File: config.mk
export PLATFORM = sky130hd
export DESIGN_NAME = sram_burst_ctrl_flat
export DESIGN_NICKNAME = d
export VERILOG_FILES = /design/src/rtl/sram_burst_ctrl_pkg.sv /design/src/rtl/sram_burst_ctrl_if.sv /design/src/rtl/sram_burst_ctrl_rd_skid.sv /design/src/rtl/sram_burst_ctrl.sv /design/src/flat_wrapper.sv
export SDC_FILE = /design/constraint.sdc
export NUM_CORES = 1
export LEC_CHECK = 0
export CORE_MARGIN = 3
export CORE_UTILIZATION = 45
export DETAILED_ROUTE_END_ITERATION = 8
export HOLD_SLACK_MARGIN = 0.08
export PLACE_DENSITY = 0.8
export SLEW_MARGIN = 20
export SYNTH_ARGS = -nofsm -noshare
export SYNTH_HDL_FRONTEND = slang
export SYNTH_SLANG_ARGS = --single-unit
File: constraint.sdc
create_clock -name in_clk -period 5.6 [get_ports in_clk]
set_input_delay 1.12 -clock in_clk [delete_from_list [all_inputs] [get_ports in_clk]]
set_output_delay 1.12 -clock in_clk [all_outputs]
set_load 0.03 [all_outputs]
File: src/rtl/sram_burst_ctrl_pkg.sv
// sram_burst_pkg: shared widths, FSM encoding and read-buffer depth
// for the SRAM burst controller. No ports.
package sram_burst_pkg;
    localparam int DATA_SIZE = 32;
    localparam int ADDR_SIZE = 15;
    localparam int LEN_SIZE = 8;
    localparam int RD_BUF_DEPTH = 2;

    typedef enum logic [1:0] {
        IDLE  = 2'd0,
        WRITE = 2'd1,
        READ  = 2'd2
    } state_e;
endpackage

File: src/rtl/sram_burst_ctrl_if.sv
// sram_burst_ctrl_if: command, write-data, read-data and SRAM port bundle.
// master = DMA/bridge + SRAM side, slave = burst controller.
interface sram_burst_ctrl_if #(
    parameter int DATA_SIZE = sram_burst_pkg::DATA_SIZE,
    parameter int ADDR_SIZE = sram_burst_pkg::ADDR_SIZE,
    parameter int LEN_SIZE  = sram_burst_pkg::LEN_SIZE
);
    logic                 in_cmd_valid;
    logic                 out_cmd_ready;
    logic                 in_cmd_write;
    logic [ADDR_SIZE-1:0] in_cmd_addr;
    logic [LEN_SIZE-1:0]  in_cmd_len;
    logic                 in_wdata_valid;
    logic                 out_wdata_ready;
    logic [DATA_SIZE-1:0] in_wdata;
    logic                 out_rdata_valid;
    logic                 in_rdata_ready;
    logic [DATA_SIZE-1:0] out_rdata;
    logic                 out_rdata_last;
    logic                 out_busy;
    logic                 out_sram_write_en;
    logic [ADDR_SIZE-1:0] out_sram_write_addr;
    logic [DATA_SIZE-1:0] out_sram_write_data;
    logic                 out_sram_read_en;
    logic [ADDR_SIZE-1:0] out_sram_read_addr;
    logic [DATA_SIZE-1:0] in_sram_read_data;

    modport master (
        output in_cmd_valid, in_cmd_write, in_cmd_addr, in_cmd_len,
        output in_wdata_valid, in_wdata, in_rdata_ready,
        output in_sram_read_data,
        input  out_cmd_ready, out_wdata_ready, out_rdata_valid,
        input  out_rdata, out_rdata_last, out_busy,
        input  out_sram_write_en, out_sram_write_addr,
        input  out_sram_write_data, out_sram_read_en,
        input  out_sram_read_addr
    );

    modport slave (
        input  in_cmd_valid, in_cmd_write, in_cmd_addr, in_cmd_len,
        input  in_wdata_valid, in_wdata, in_rdata_ready,
        input  in_sram_read_data,
        output out_cmd_ready, out_wdata_ready, out_rdata_valid,
        output out_rdata, out_rdata_last, out_busy,
        output out_sram_write_en, out_sram_write_addr,
        output out_sram_write_data, out_sram_read_en,
        output out_sram_read_addr
    );
endinterface

File: src/rtl/sram_burst_ctrl_rd_skid.sv
// sram_rd_skid: 2-entry FIFO of {data,last} for the read return path.
// Ports: clk, rst (sync high), push/din, pop/dout, full, empty, count.
module sram_rd_skid #(
    parameter int WIDTH = 33
) (
    input  logic             clk,
    input  logic             rst,
    input  logic             push,
    input  logic             pop,
    input  logic [WIDTH-1:0] din,
    output logic [WIDTH-1:0] dout,
    output logic             full,
    output logic             empty,
    output logic [1:0]       count
);
    import sram_burst_pkg::*;

    logic [WIDTH-1:0] mem [RD_BUF_DEPTH];
    logic             wr_ptr;
    logic             rd_ptr;

    assign dout  = mem[rd_ptr];
    assign empty = (count == 2'd0);
    assign full  = (count == 2'(RD_BUF_DEPTH));

    always_ff @(posedge clk) begin
        if (rst) begin
            wr_ptr <= 1'b0;
            rd_ptr <= 1'b0;
            count  <= 2'd0;
            mem[0] <= '0;
            mem[1] <= '0;
        end else begin
            if (push) begin
                mem[wr_ptr] <= din;
                wr_ptr      <= ~wr_ptr;
            end
            if (pop) begin
                rd_ptr <= ~rd_ptr;
            end
            count <= count + {1'b0, push} - {1'b0, pop};
        end
    end
endmodule

File: src/rtl/sram_burst_ctrl.sv
// sram_burst_ctrl: burst initiator moving valid/ready streams to/from SRAM.
// Ports: in_clk, in_rst (sync high), bus (slave: cmd, wdata, rdata, SRAM).
// Optional SRAM_BURST_CTRL_STATS_EN adds out_stat_wr_beats/out_stat_rd_beats.
module sram_burst_ctrl #(
    parameter int DATA_SIZE = sram_burst_pkg::DATA_SIZE,
    parameter int ADDR_SIZE = sram_burst_pkg::ADDR_SIZE,
    parameter int LEN_SIZE  = sram_burst_pkg::LEN_SIZE
) (
    input  logic               in_clk,
    input  logic               in_rst,
    sram_burst_ctrl_if.slave   bus
`ifdef SRAM_BURST_CTRL_STATS_EN
    ,
    output logic [31:0]        out_stat_wr_beats,
    output logic [31:0]        out_stat_rd_beats
`endif
);
    import sram_burst_pkg::*;

    localparam logic [1:0] S_IDLE  = IDLE;
    localparam logic [1:0] S_WRITE = WRITE;
    localparam logic [1:0] S_READ  = READ;

    logic [1:0]           state;
    logic [ADDR_SIZE-1:0] addr;
    logic [LEN_SIZE-1:0]  beats_left;
    logic                 is_last;
    logic                 cmd_hs;
    logic                 wr_hs;
    logic                 rd_issue;
    logic                 rd_pop;
    logic                 buf_full;
    logic                 buf_empty;
    logic [1:0]           buf_count;
    logic [DATA_SIZE:0]   buf_dout;

    assign is_last = (beats_left == '0);
    assign cmd_hs  = bus.in_cmd_valid && bus.out_cmd_ready;
    assign wr_hs   = bus.in_wdata_valid && bus.out_wdata_ready;
    assign rd_pop  = bus.out_rdata_valid && bus.in_rdata_ready;
    // A slot freed by this cycle's pop can be refilled in the same cycle.
    assign rd_issue = (state == S_READ) && !in_rst && (!buf_full || rd_pop);

    // Outputs are gated by reset so nothing is issued in the reset cycle.
    assign bus.out_cmd_ready   = (state == S_IDLE) && (buf_count == 2'd0)
                                 && !in_rst;
    assign bus.out_wdata_ready = (state == S_WRITE) && !in_rst;
    assign bus.out_rdata_valid = !buf_empty && !in_rst;
    assign bus.out_rdata       = buf_dout[DATA_SIZE:1];
    assign bus.out_rdata_last  = buf_dout[0];
    assign bus.out_busy        = (state != S_IDLE) || (buf_count != 2'd0);

    assign bus.out_sram_write_en   = wr_hs;
    assign bus.out_sram_write_addr = wr_hs ? addr : '0;
    assign bus.out_sram_write_data = wr_hs ? bus.in_wdata : '0;
    assign bus.out_sram_read_en    = rd_issue;
    assign bus.out_sram_read_addr  = rd_issue ? addr : '0;

    always_ff @(posedge in_clk) begin
        if (in_rst) begin
            state      <= S_IDLE;
            addr       <= '0;
            beats_left <= '0;
        end else begin
            unique case (state)
                S_IDLE: begin
                    if (cmd_hs) begin
                        addr       <= bus.in_cmd_addr;
                        beats_left <= bus.in_cmd_len;
                        state      <= bus.in_cmd_write ? S_WRITE : S_READ;
                    end
                end
                S_WRITE: begin
                    if (wr_hs) begin
                        addr       <= addr + 1'b1;
                        beats_left <= beats_left - 1'b1;
                        if (is_last) state <= S_IDLE;
                    end
                end
                S_READ: begin
                    if (rd_issue) begin
                        addr       <= addr + 1'b1;
                        beats_left <= beats_left - 1'b1;
                        if (is_last) state <= S_IDLE;
                    end
                end
                default: state <= S_IDLE;
            endcase
        end
    end

    sram_rd_skid #(
        .WIDTH(DATA_SIZE + 1)
    ) u_rd_buf (
        .clk   (in_clk),
        .rst   (in_rst),
        .push  (rd_issue),
        .pop   (rd_pop),
        .din   ({bus.in_sram_read_data, is_last}),
        .dout  (buf_dout),
        .full  (buf_full),
        .empty (buf_empty),
        .count (buf_count)
    );

`ifdef SRAM_BURST_CTRL_STATS_EN
    always_ff @(posedge in_clk) begin
        if (in_rst) begin
            out_stat_wr_beats <= '0;
            out_stat_rd_beats <= '0;
        end else begin
            if (wr_hs && (out_stat_wr_beats != '1))
                out_stat_wr_beats <= out_stat_wr_beats + 1'b1;
            if (rd_pop && (out_stat_rd_beats != '1))
                out_stat_rd_beats <= out_stat_rd_beats + 1'b1;
        end
    end
`endif
endmodule
File: src/flat_wrapper.sv
// flat-port wrapper written by rule: the top's interface ports become plain ports
module sram_burst_ctrl_flat import sram_burst_pkg::*;
#(
    parameter int DATA_SIZE = sram_burst_pkg::DATA_SIZE,
    parameter int ADDR_SIZE = sram_burst_pkg::ADDR_SIZE,
    parameter int LEN_SIZE  = sram_burst_pkg::LEN_SIZE
)
  (in_clk, in_rst, bus_in_cmd_valid, bus_in_cmd_write, bus_in_cmd_addr, bus_in_cmd_len, bus_in_wdata_valid, bus_in_wdata, bus_in_rdata_ready, bus_in_sram_read_data, bus_out_cmd_ready, bus_out_wdata_ready, bus_out_rdata_valid, bus_out_rdata, bus_out_rdata_last, bus_out_busy, bus_out_sram_write_en, bus_out_sram_write_addr, bus_out_sram_write_data, bus_out_sram_read_en, bus_out_sram_read_addr);
  sram_burst_ctrl_if #(.DATA_SIZE(DATA_SIZE), .ADDR_SIZE(ADDR_SIZE), .LEN_SIZE(LEN_SIZE)) bus_i ();
  input  logic in_clk;
  input  logic in_rst;
  input wire logic [$bits(bus_i.in_cmd_valid)-1:0] bus_in_cmd_valid;
  input wire logic [$bits(bus_i.in_cmd_write)-1:0] bus_in_cmd_write;
  input wire logic [$bits(bus_i.in_cmd_addr)-1:0] bus_in_cmd_addr;
  input wire logic [$bits(bus_i.in_cmd_len)-1:0] bus_in_cmd_len;
  input wire logic [$bits(bus_i.in_wdata_valid)-1:0] bus_in_wdata_valid;
  input wire logic [$bits(bus_i.in_wdata)-1:0] bus_in_wdata;
  input wire logic [$bits(bus_i.in_rdata_ready)-1:0] bus_in_rdata_ready;
  input wire logic [$bits(bus_i.in_sram_read_data)-1:0] bus_in_sram_read_data;
  output wire logic [$bits(bus_i.out_cmd_ready)-1:0] bus_out_cmd_ready;
  output wire logic [$bits(bus_i.out_wdata_ready)-1:0] bus_out_wdata_ready;
  output wire logic [$bits(bus_i.out_rdata_valid)-1:0] bus_out_rdata_valid;
  output wire logic [$bits(bus_i.out_rdata)-1:0] bus_out_rdata;
  output wire logic [$bits(bus_i.out_rdata_last)-1:0] bus_out_rdata_last;
  output wire logic [$bits(bus_i.out_busy)-1:0] bus_out_busy;
  output wire logic [$bits(bus_i.out_sram_write_en)-1:0] bus_out_sram_write_en;
  output wire logic [$bits(bus_i.out_sram_write_addr)-1:0] bus_out_sram_write_addr;
  output wire logic [$bits(bus_i.out_sram_write_data)-1:0] bus_out_sram_write_data;
  output wire logic [$bits(bus_i.out_sram_read_en)-1:0] bus_out_sram_read_en;
  output wire logic [$bits(bus_i.out_sram_read_addr)-1:0] bus_out_sram_read_addr;
  assign bus_i.in_cmd_valid = bus_in_cmd_valid;
  assign bus_i.in_cmd_write = bus_in_cmd_write;
  assign bus_i.in_cmd_addr = bus_in_cmd_addr;
  assign bus_i.in_cmd_len = bus_in_cmd_len;
  assign bus_i.in_wdata_valid = bus_in_wdata_valid;
  assign bus_i.in_wdata = bus_in_wdata;
  assign bus_i.in_rdata_ready = bus_in_rdata_ready;
  assign bus_i.in_sram_read_data = bus_in_sram_read_data;
  assign bus_out_cmd_ready = bus_i.out_cmd_ready;
  assign bus_out_wdata_ready = bus_i.out_wdata_ready;
  assign bus_out_rdata_valid = bus_i.out_rdata_valid;
  assign bus_out_rdata = bus_i.out_rdata;
  assign bus_out_rdata_last = bus_i.out_rdata_last;
  assign bus_out_busy = bus_i.out_busy;
  assign bus_out_sram_write_en = bus_i.out_sram_write_en;
  assign bus_out_sram_write_addr = bus_i.out_sram_write_addr;
  assign bus_out_sram_write_data = bus_i.out_sram_write_data;
  assign bus_out_sram_read_en = bus_i.out_sram_read_en;
  assign bus_out_sram_read_addr = bus_i.out_sram_read_addr;
  sram_burst_ctrl #(.DATA_SIZE(DATA_SIZE), .ADDR_SIZE(ADDR_SIZE), .LEN_SIZE(LEN_SIZE)) u_core (.in_clk(in_clk), .in_rst(in_rst), .bus(bus_i));
endmodule
==> results.json <==
{
  "leakage_nw": 3.09,
  "cts_tree": "yes",
  "maxSlewHeadroom": 0.452,
  "hpwl_um": 10500,
  "rsz0062_at_grt": "no",
  "cts_buffers": 9,
  "register_area_sq_mm": 0.00258,
  "cpMostUsedCell": "clkdlybuf4s50_1",
  "wl_met1_um": 6630,
  "htreeDepth": 3,
  "port_buffers": 193,
  "cts_resized": 0,
  "track_usage": 0.225,
  "hold_viol_final": 0,
  "finClkSkew_ns": 0.00978,
  "antenna_cells": 0,
  "multiInputGateArea_sq_mm": 0.00251,
  "initial_core_util": 0.465,
  "drc": 0,
  "synth_seq_area_share": 0.481,
  "slowest_delay_ns": 0.75,
  "place.gp.congestion": 0.904,
  "design.portCount": 194,
  "synth_fa_ha_area_frac": 0.0210,
  "drive_gt1_frac": 0.135,
  "post-route-min-period_ns": 4.53,
  "grt_pass1_vias": 4722,
  "synthSimpleGateAreaFrac": 0.235,
  "synth_common_cells": "and3_1, edfxtp_1, and2_1",
  "timing.final.crit_share": 0.810,
  "wl_met3_um": 1090,
  "route.vias.total": 4780,
  "cts_setup_buffers": 0,
  "synth_top_cell_by_area": "edfxtp_1",
  "synth_compound_area_frac": 0.125,
  "synth_area_sq_mm": 0.00537,
  "clk_pin_slew_worst_paths_ns": 0.07,
  "antenna_found_initial": 0,
  "hp-class": "flop to flop",
  "dr_wl_met2_um": 7510,
  "cp-end-kind": "output pin",
  "ys_types": 61,
  "area_growth_pct": 42.3,
  "syn_inst": 509,
  "drt_iter0_drc": 379,
  "top_layer_used": "met4",
  "whs_ns": 0.487,
  "startpoint_type": "input pin",
  "num_rows": 39,
  "drv_slew": 0,
  "fillers": 910,
  "path_class": "input pin to output pin",
  "ant_nets": 0,
  "synth-xor-area-share": 0.00652,
  "ctsHoldBuffers": 0,
  "setup-tns-final_ns": 0,
  "setup_viol": 0,
  "critical_path_arrival_ns": 3.41,
  "synth_mux_area_frac": 0.0766,
  "peakVddDrop_v": 0.000301,
  "synth_top_cell_area_share": 0.369,
  "wirelength_um": 15400,
  "syn_area_per_cell_sq_um": 10.6,
  "yosysWarnings": 0,
  "clk-insertion-delay-late_ns": 0.35,
  "fmaxAchievable_mhz": 221,
  "yosysMostFrequentCell": "and3_1",
  "dr.pass1.iters": 5,
  "crit_chain": "clkdlybuf4s50_1 -> nor2b_2 -> buf_4 -> and3_1 -> clkdlybuf4s50_1",
  "max_slew.worst_pin.slew_ns": 0.820,
  "dieHeight_um": 115,
  "post_drt_wl_per_cell_um": 18.7,
  "path_max_fanout": 49,
  "core_area_sq_mm": 0.0116,
  "die_area_sq_mm": 0.0133,
  "cts_buffer_depth": 2,
  "vias_per_cell": 5.78,
  "async_flop_share": 0,
  "slowest_stage": "clkdlybuf4s50_1",
  "max_cap_viol_count": 0,
  "status": "finished, final reports clean",
  "grt_max_degree": 50,
  "ys_ff_latch": 96,
  "grt_pass1_wl_um": 24100,
  "synth_fp_nets": 611,
  "synth_area_leaders": "edfxtp_1, dfxtp_1, and3_1",
  "synth_top_family_by_area": "simple AND/OR/NAND/NOR gates",
  "cts_root_buf": "clkbuf_16",
  "gr-total-overflow": 0,
  "cts_sinks": 96,
  "num-nets-final": 781,
  "crit_required_ns": 4.48,
  "die_width_um": 115,
  "synth_edf_count": 66,
  "power.density_mw_per_mm2": 417,
  "synthFlopType": "edfxtp_1"
}
[layout by cell type (no fill, tap or decap), types with 3 or more instances in the layout]
cell type and count:
o2bb2ai_1 4, nor3_1 5, and2_1 42, mux2_2 33
nor2b_1 7, nor4_1 11, inv_1 20, edfxtp_1 66
clkbuf_16 9, ha_1 9, o31a_1 4, nor2_1 20
xnor2_1 3, a311o_1 4, buf_4 25, clkdlybuf4s50_1 176
and3_1 79, o31ai_1 11, nand4_1 3, a211oi_1 3
a21oi_1 14, o311ai_1 3, a31oi_1 8, dfxtp_1 30
nand2_1 16, mux2i_1 4, o32ai_1 4, nand2b_1 3
o21ai_0 5, or3_1 3, nand3_1 15
[cell families after synthesis]
logic type | Yosys count
and+or+nand+nor | 215
DFF | 96
AOI/OAI and AO/OA | 84
buffers and inverters | 64
muxes | 37
adders and majority gates | 9
xor gates and xnor gates | 4
[power breakdown]
group | internal (mW) | switching, mW | total (mW)
Clock | 0.392 | 0.270 | 0.662
Sequential | 0.897 | 0.117 | 1.01
Combinational | 0.590 | 0.925 | 1.51
[per-layer routing]
metal  GRT usage  vias to the layer above
met3      0.0442                       25
li1            -                     2237
met2       0.361                      215
met1       0.316                     2303
met5           0                        -
met4      0.0548                        0
[worst max-delay path: cells and delay by family]
family / cells / cell delay [ns]
buffers and inverters: 3 / 1.79
AND/OR/NAND/NOR: 2 / 0.48
[registers in the layout, indices dropped and copies added, names as in the netlist, named ones only]
register                cells
u_core.u_rd_buf.count       2
u_core.addr                15
u_core.u_rd_buf.mem        66
u_core.beats_left           8
u_core.state                2
u_core.u_rd_buf.wr_ptr      1
u_core.u_rd_buf.rd_ptr      1
[path summary, 6_finish.rpt]
path | start | to | slack (ns) | cells past startpoint
setup / recovery | in_rst | bus_out_sram_write_addr[10] | 1.07 | 5
hold / removal | u_core.beats_left[7]$_SDFFE_PP0P_ | u_core.beats_left[7]$_SDFFE_PP0P_ | 0.49 | 2
setup reg to reg | u_core.u_rd_buf.count[1]$_SDFF_PP0_ | u_core.u_rd_buf.count[1]$_SDFF_PP0_ | 3.06 | 9
hold reg to reg | u_core.beats_left[7]$_SDFFE_PP0P_ | u_core.beats_left[7]$_SDFFE_PP0P_ | 0.49 | 2
[area by class of cell]
| class | instances | area share |
|---|---|---|
| flip-flops and latches | 96 | 0.338 |
| multi-input cells | 349 | 0.328 |
| repair buffers | 203 | 0.259 |
| clock buffers | 9 | 0.0295 |
| well taps | 143 | 0.0234 |
| clock inverters | 7 | 0.0124 |
| inverters | 20 | 0.00982 |
[through the flow]
stage	instances	area [sq um]	setup WS (ns)	util	power (mW)
after global placement	810	7300	1.12	0.631	2.47
after CTS	826	7620	1.07	0.659	3.17
final	827	7640	1.07	0.661	3.19
after global routing	827	7640	0.956	0.661	3.37
after detailed placement	810	7300	1.09	0.631	2.51
after floorplan	509	5370	1.06	-	2.09
Note: power is estimated with default switching activity, not from simulation.
